--- config.mk ---
export PLATFORM = sky130hd
export DESIGN_NAME = regfile_sb
export DESIGN_NICKNAME = d
export VERILOG_FILES = /design/src/rtl/regfile_sb.sv
export SDC_FILE = /design/constraint.sdc
export NUM_CORES = 2
export LEC_CHECK = 0
export ABC_CLOCK_PERIOD_IN_PS = 3730
export CORE_UTILIZATION = 32
export CTS_CLUSTER_SIZE = 14
export DETAILED_ROUTE_END_ITERATION = 8
export DONT_BUFFER_PORTS = 1
export GPL_TIMING_DRIVEN = 0
export PLACE_DENSITY = 0.53
export SYNTH_ARGS = -nofsm -noshare
export SYNTH_HDL_FRONTEND = slang
export SYNTH_SLANG_ARGS = --single-unit
--- constraint.sdc ---
create_clock -name clk -period 3.73 [get_ports clk]
set_input_delay 0.746 -clock clk [delete_from_list [all_inputs] [get_ports clk]]
set_output_delay 0.746 -clock clk [all_outputs]
set_load 0.01 [all_outputs]
--- src/rtl/regfile_sb.sv ---
// regfile_sb: parametrised register file for pipelined cores.
// Clears itself with a one-register-per-cycle sweep after reset, forwards
// same-cycle write data to the read ports, and tracks in-flight producers
// with a per-register pending (scoreboard) bit.
//
// Ports:
//   clk, resetn             clock (rising edge), synchronous active-low reset
//   wen, waddr, wdata       writeback write port; also clears pending[waddr]
//   raddr1/2 -> rdata1/2    asynchronous read ports
//   busy1/2                 pending-write flag for raddr1/2
//   sb_set, sb_addr         decode marks sb_addr pending
//   test_addr -> test_data  debug read port
//   init_done               high once the clear sweep has finished
module regfile_sb #(
    parameter int unsigned DATA_W   = 32,
    parameter int unsigned ADDR_W   = 5,
    parameter int unsigned NREG     = 32,
    parameter int unsigned ZERO_REG = 1,
    parameter int unsigned BYPASS   = 1
) (
    input  logic              clk,
    input  logic              resetn,
    input  logic              wen,
    input  logic [ADDR_W-1:0] waddr,
    input  logic [DATA_W-1:0] wdata,
    input  logic [ADDR_W-1:0] raddr1,
    input  logic [ADDR_W-1:0] raddr2,
    output logic [DATA_W-1:0] rdata1,
    output logic [DATA_W-1:0] rdata2,
    output logic              busy1,
    output logic              busy2,
    input  logic              sb_set,
    input  logic [ADDR_W-1:0] sb_addr,
    input  logic [ADDR_W-1:0] test_addr,
    output logic [DATA_W-1:0] test_data,
    output logic              init_done
);

    // Pointer carries one extra bit so it never wraps during the sweep.
    localparam int unsigned PTR_W = ADDR_W + 1;
    localparam logic [PTR_W-1:0] NREG_W   = PTR_W'(NREG);
    localparam logic [PTR_W-1:0] LAST_PTR = PTR_W'(NREG - 1);

    typedef enum logic {
        ST_INIT  = 1'b0,
        ST_READY = 1'b1
    } state_t;

    state_t             r_state;
    state_t             w_state_nx;
    logic [PTR_W-1:0]   r_ptr;
    logic [PTR_W-1:0]   w_ptr_nx;
    logic               r_init_done;
    logic [NREG-1:0]    r_pend;
    logic [NREG-1:0]    w_pend_nx;
    logic [DATA_W-1:0]  r_rf [NREG];

    logic w_ready;
    logic w_wr_ok;
    logic w_set_ok;

    // Address refers to a real, writable register.
    function automatic logic addr_ok(input logic [ADDR_W-1:0] a);
        return ({1'b0, a} < NREG_W) && !((ZERO_REG != 0) && (a == '0));
    endfunction

    assign w_ready  = (r_state == ST_READY);
    assign w_wr_ok  = w_ready && wen && addr_ok(waddr);
    assign w_set_ok = w_ready && sb_set && addr_ok(sb_addr);

    // Next-state logic: sweep one register per cycle, then accept traffic.
    always_comb begin
        w_state_nx = r_state;
        w_ptr_nx   = r_ptr;
        case (r_state)
            ST_INIT: begin
                w_ptr_nx = r_ptr + PTR_W'(1);
                if (r_ptr == LAST_PTR) begin
                    w_state_nx = ST_READY;
                end
            end
            ST_READY: begin
                w_ptr_nx = r_ptr;
            end
        endcase
    end

    // State register; init_done is registered alongside the state.
    always_ff @(posedge clk) begin
        if (!resetn) begin
            r_state     <= ST_INIT;
            r_ptr       <= '0;
            r_init_done <= 1'b0;
        end else begin
            r_state     <= w_state_nx;
            r_ptr       <= w_ptr_nx;
            r_init_done <= (w_state_nx == ST_READY);
        end
    end

    // Scoreboard next value: a set in the same cycle as a clear wins.
    always_comb begin
        w_pend_nx = r_pend;
        for (int i = 0; i < int'(NREG); i++) begin
            if (w_set_ok && (sb_addr == ADDR_W'(i))) begin
                w_pend_nx[i] = 1'b1;
            end else if (w_wr_ok && (waddr == ADDR_W'(i))) begin
                w_pend_nx[i] = 1'b0;
            end
        end
    end

    always_ff @(posedge clk) begin
        if (!resetn) begin
            r_pend <= '0;
        end else begin
            r_pend <= w_pend_nx;
        end
    end

    // Storage: contents survive the reset cycle; the sweep zeroes them.
    always_ff @(posedge clk) begin
        if (resetn) begin
            if (r_state == ST_INIT) begin
                r_rf[r_ptr[ADDR_W-1:0]] <= '0;
            end else if (w_wr_ok) begin
                r_rf[waddr] <= wdata;
            end
        end
    end

    // Read with optional same-cycle forwarding of the write port.
    function automatic logic [DATA_W-1:0] rd_port(input logic [ADDR_W-1:0] a);
        logic [DATA_W-1:0] v;
        v = '0;
        if (w_ready && addr_ok(a)) begin
            if ((BYPASS != 0) && w_wr_ok && (waddr == a)) begin
                v = wdata;
            end else begin
                v = r_rf[a];
            end
        end
        return v;
    endfunction

    // Busy is masked when the producer's result is being forwarded right now,
    // unless a new producer for the same register is issued in that cycle.
    function automatic logic busy_port(input logic [ADDR_W-1:0] a);
        logic fwd;
        fwd = (BYPASS != 0) && w_wr_ok && (waddr == a) &&
              !(w_set_ok && (sb_addr == a));
        return w_ready && addr_ok(a) && r_pend[a] && !fwd;
    endfunction

    always_comb begin
        rdata1    = rd_port(raddr1);
        rdata2    = rd_port(raddr2);
        test_data = rd_port(test_addr);
        busy1     = busy_port(raddr1);
        busy2     = busy_port(raddr2);
    end

    assign init_done = r_init_done;

endmodule

==> run_results.csv <==
group,metric,value,unit
worst_hold_path,hold_start,"resetn",
worst_hold_path,holdCritPathClass,"in2reg",
timing,fmax,0.258,GHz
synthesis,synth_cell_types,56,
cells_and_area,final_area,0.0716,sq mm
clocking,cts_max_path_buffers,3,
power_and_ir_drop,comb_power_share,0.119,
power_and_ir_drop,swShare,0.262,
power_and_ir_drop,p_leak,25.2,nW
synthesis,synth_edf_count,1024,
routing,via_count,43700,
setup_path,rr_endpoint,"r_rf[17][14]",
timing,setup_tns,-2190,ps
power_and_ir_drop,power_frac_seq,0.462,
power_and_ir_drop,intPower,20.8,mW
timing,finalCritPeriodShare,1.04,
synthesis,syn_inst,3675,
floorplan,placeableCoreArea,0.184,sq mm
run_status,violations,"max-capacitance violations, max-slew violations, negative setup slack",
clocking,clkTransAtPathRegs,60,ps
cells_and_area,syn_to_final_growth,20.5,%
cells_and_area,nets,3997,
setup_path,critPathMaxStageDelay,1160,ps
global_route,grt-ovfl-total,0,
global_route,antenna_found_initial,8,
cells_and_area,drive_gt1_frac,0.391,
placed_design,dpl.hpwl,206000,microns
flow_run,drv_cap,1,
setup_path,cp_max_fo,10,
setup_path,slowest_stage,"clkbuf_1",
setup_path,r2r-start,"init_done",
global_route,track_usage,0.303,
routing,viasPerCell,6.72,
setup_path,arrival,3130,ps
synthesis,ys.flop_type,"edfxtp_1",
routing,ant_nets,0,
power_and_ir_drop,p_sw,7.37,mW
setup_path,cp.required,2980,ps
global_route,grt_pass1_wl,381000,microns
worst_hold_path,holdPathStages,1,
worst_hold_path,holdPathEnd,"r_pend[0]",
routing,drt_iter0_drc,7568,
routing,wl_per_cell,44.4,microns
floorplan,pin_count,160,
floorplan,die_y,433,microns
synthesis,syn_nets,3737,
cells_and_area,final_cells,6505,
setup_path,end_kind,"output pin",
clocking,cts.sinks,1063,
setup_path,path_cells,"clkbuf_2 -> clkbuf_1 -> nor2_1 -> nand2_1 -> a32o_1",
placed_design,gp_congestion,1.03,
clocking,numCtsBuffers,115,
timing,worst_pin_slew,1540,ps
setup_path,crit_family,"buffers and inverters",
clocking,cts-root-buf,"clkbuf_16",
timing,finalMaxSlewViolations,11,
floorplan,start_util,0.323,
setup_path,crit_buf_inv,2,
synthesis,ys_ff_latch,1063,
floorplan,die_area,0.187,sq mm
setup_path,start_kind,"input port",
synthesis,ys_seq_area_frac,0.530,
timing,fin_ws,-143,ps
floorplan,core.rowCount,157,
synthesis,synth_warnings,0,
timing,rsz0062_at_grt,"true",
cells_and_area,fillers,17000,
setup_path,crit_type,"in2out",
synthesis,postSynth.asyncResetShare,0,
timing,fin_worst_skew,53.5,ps
timing,finalSetupViolCount,59,
global_route,grt_pass1_vias,41600,
clocking,clk_latency,790,ps
power_and_ir_drop,max-vdd-ir-drop,0.387,mV
timing,holdWs,148,ps
floorplan,fp.dieW,433,microns
global_route,grt_start_max_net_pins,33,
setup_path,r2r_slack,90,ps
clocking,htree_levels,3,
timing,period_needed,3870,ps
setup_path,reg2reg_depth,7,
timing,max_slew_margin,-0.0288,
synthesis,avgSynthCellArea,16.2,sq um
routing,post-route-drc-count,0,
routing,wirelength,289000,microns
clocking,cts_tree,"yes",
synthesis,syn_area,0.0594,sq mm
placed_design,post-place-cells,6189,
power_and_ir_drop,clockPowerShare,0.419,
power_and_ir_drop,powerDensity,393,mW/mm^2
placed_design,portBuffers,0,
run_status,status,"complete, but fails checks",
routing,firstDrtPassIters,6,
timing,final-hold-violation-count,0,
placed_design,placed_area,0.0638,sq mm
-- state kept, by name, summed over array words and instances, names as in the netlist --
register,count
r_pend,32
r_rf,1024
r_ptr,6
init_done,1
-- layout by cell type (no fill, tap or decap), types with 66 or more instances in the layout --
cell type,netlist,routed
edfxtp_1,1024,1024
mux4_2,595,595
mux2i_1,455,449
buf_4,29,151
nand2_1,135,134
clkbuf_16,0,117
a221oi_1,128,101
a22oi_1,99,98
a211oi_2,0,85
a21oi_1,121,80
buf_12,0,79
buf_6,4,67
nor2b_1,68,66
-- cell usage after synthesis, types with 49 or more instances --
| cell | n | share of area |
|---|---|---|
| a211o_1 | 64 | 0.0094 |
| a211oi_1 | 157 | 0.020 |
| a21oi_1 | 121 | 0.010 |
| a221oi_1 | 128 | 0.019 |
| a22oi_1 | 99 | 0.013 |
| buf_2 | 169 | 0.014 |
| clkbuf_1 | 132 | 0.0083 |
| edfxtp_1 | 1024 | 0.52 |
| mux2i_1 | 455 | 0.077 |
| mux4_2 | 595 | 0.23 |
| nand2_1 | 135 | 0.0085 |
| nor2_1 | 49 | 0.0031 |
| nor2b_1 | 68 | 0.0072 |
| o21bai_1 | 65 | 0.0082 |
-- logic make-up after synthesis --
kind of cell | share of synthesized area
mux | 0.308
flops | 0.530
compound gates | 0.0984
simple gates | 0.0300
buf+inv | 0.0284
xor+xnor | 0.00442
fa+ha+maj | 0.000210
-- stage by stage --
step	total power [mW]	utilization	setup WS, ps
after floorplan	14.9	-	-176
after global placement	16.1	0.340	-3110
after detailed placement	16.1	0.347	-1890
after CTS	27.9	0.384	-4.41
after global routing	28.5	0.389	-14.0
final	28.1	0.389	-143
-- routing by layer --
metal | GRT usage | routed length (microns)
met2 | 0.457 | 128000
met1 | 0.369 | 102000
met4 | 0.209 | 23900
met5 | 0 | 44
met3 | 0.0941 | 35400
-- final cells by class --
class	instances	area, sq um	area share
sequential	1063	31500	0.440
clock inverter	72	723	0.0101
antenna	9	22.5	0.000314
clock buffer	142	3000	0.0419
buffer	348	3100	0.0432
timing repair buffer	145	2040	0.0285
inverter	6	25.0	0.000349
multi-input combinational	2256	28100	0.392
tap	2464	3080	0.0431
-- worst max path at each step --
stage | startpoint | endpoint | slack [ps] | cells past startpoint
after floorplan | waddr[1] | r_rf[0][0] | -180 | 7
after global placement | waddr[0] | r_rf[4][6] | -3110 | 6
after detailed placement | raddr2[2] | rdata2[26] | -1890 | 7
after CTS | test_addr[0] | test_data[12] | -4 | 9
after global routing | init_done | r_rf[23][14] | -10 | 5
final | test_addr[4] | test_data[29] | -140 | 5
-- repair_timing --
action                     CTS  global route
resized for setup          742           125
hold buffers                 0             0
pin swaps                   29            21
gates cloned                 2             0
setup endpoints to repair  323           574
buffers inserted            35            57
-- power groups by stage --
stage                     logic (mW)  clock network, mW  registers [mW]
final                           3.35               11.8            13.0
after floorplan                 1.66                  0            13.2
after global placement          2.84                  0            13.3
after detailed placement        2.89                  0            13.3
after global routing            3.36               12.1            13.0
after CTS                       3.18               11.8            13.0
No activity file was read; power rests on OpenSTA's default activity.
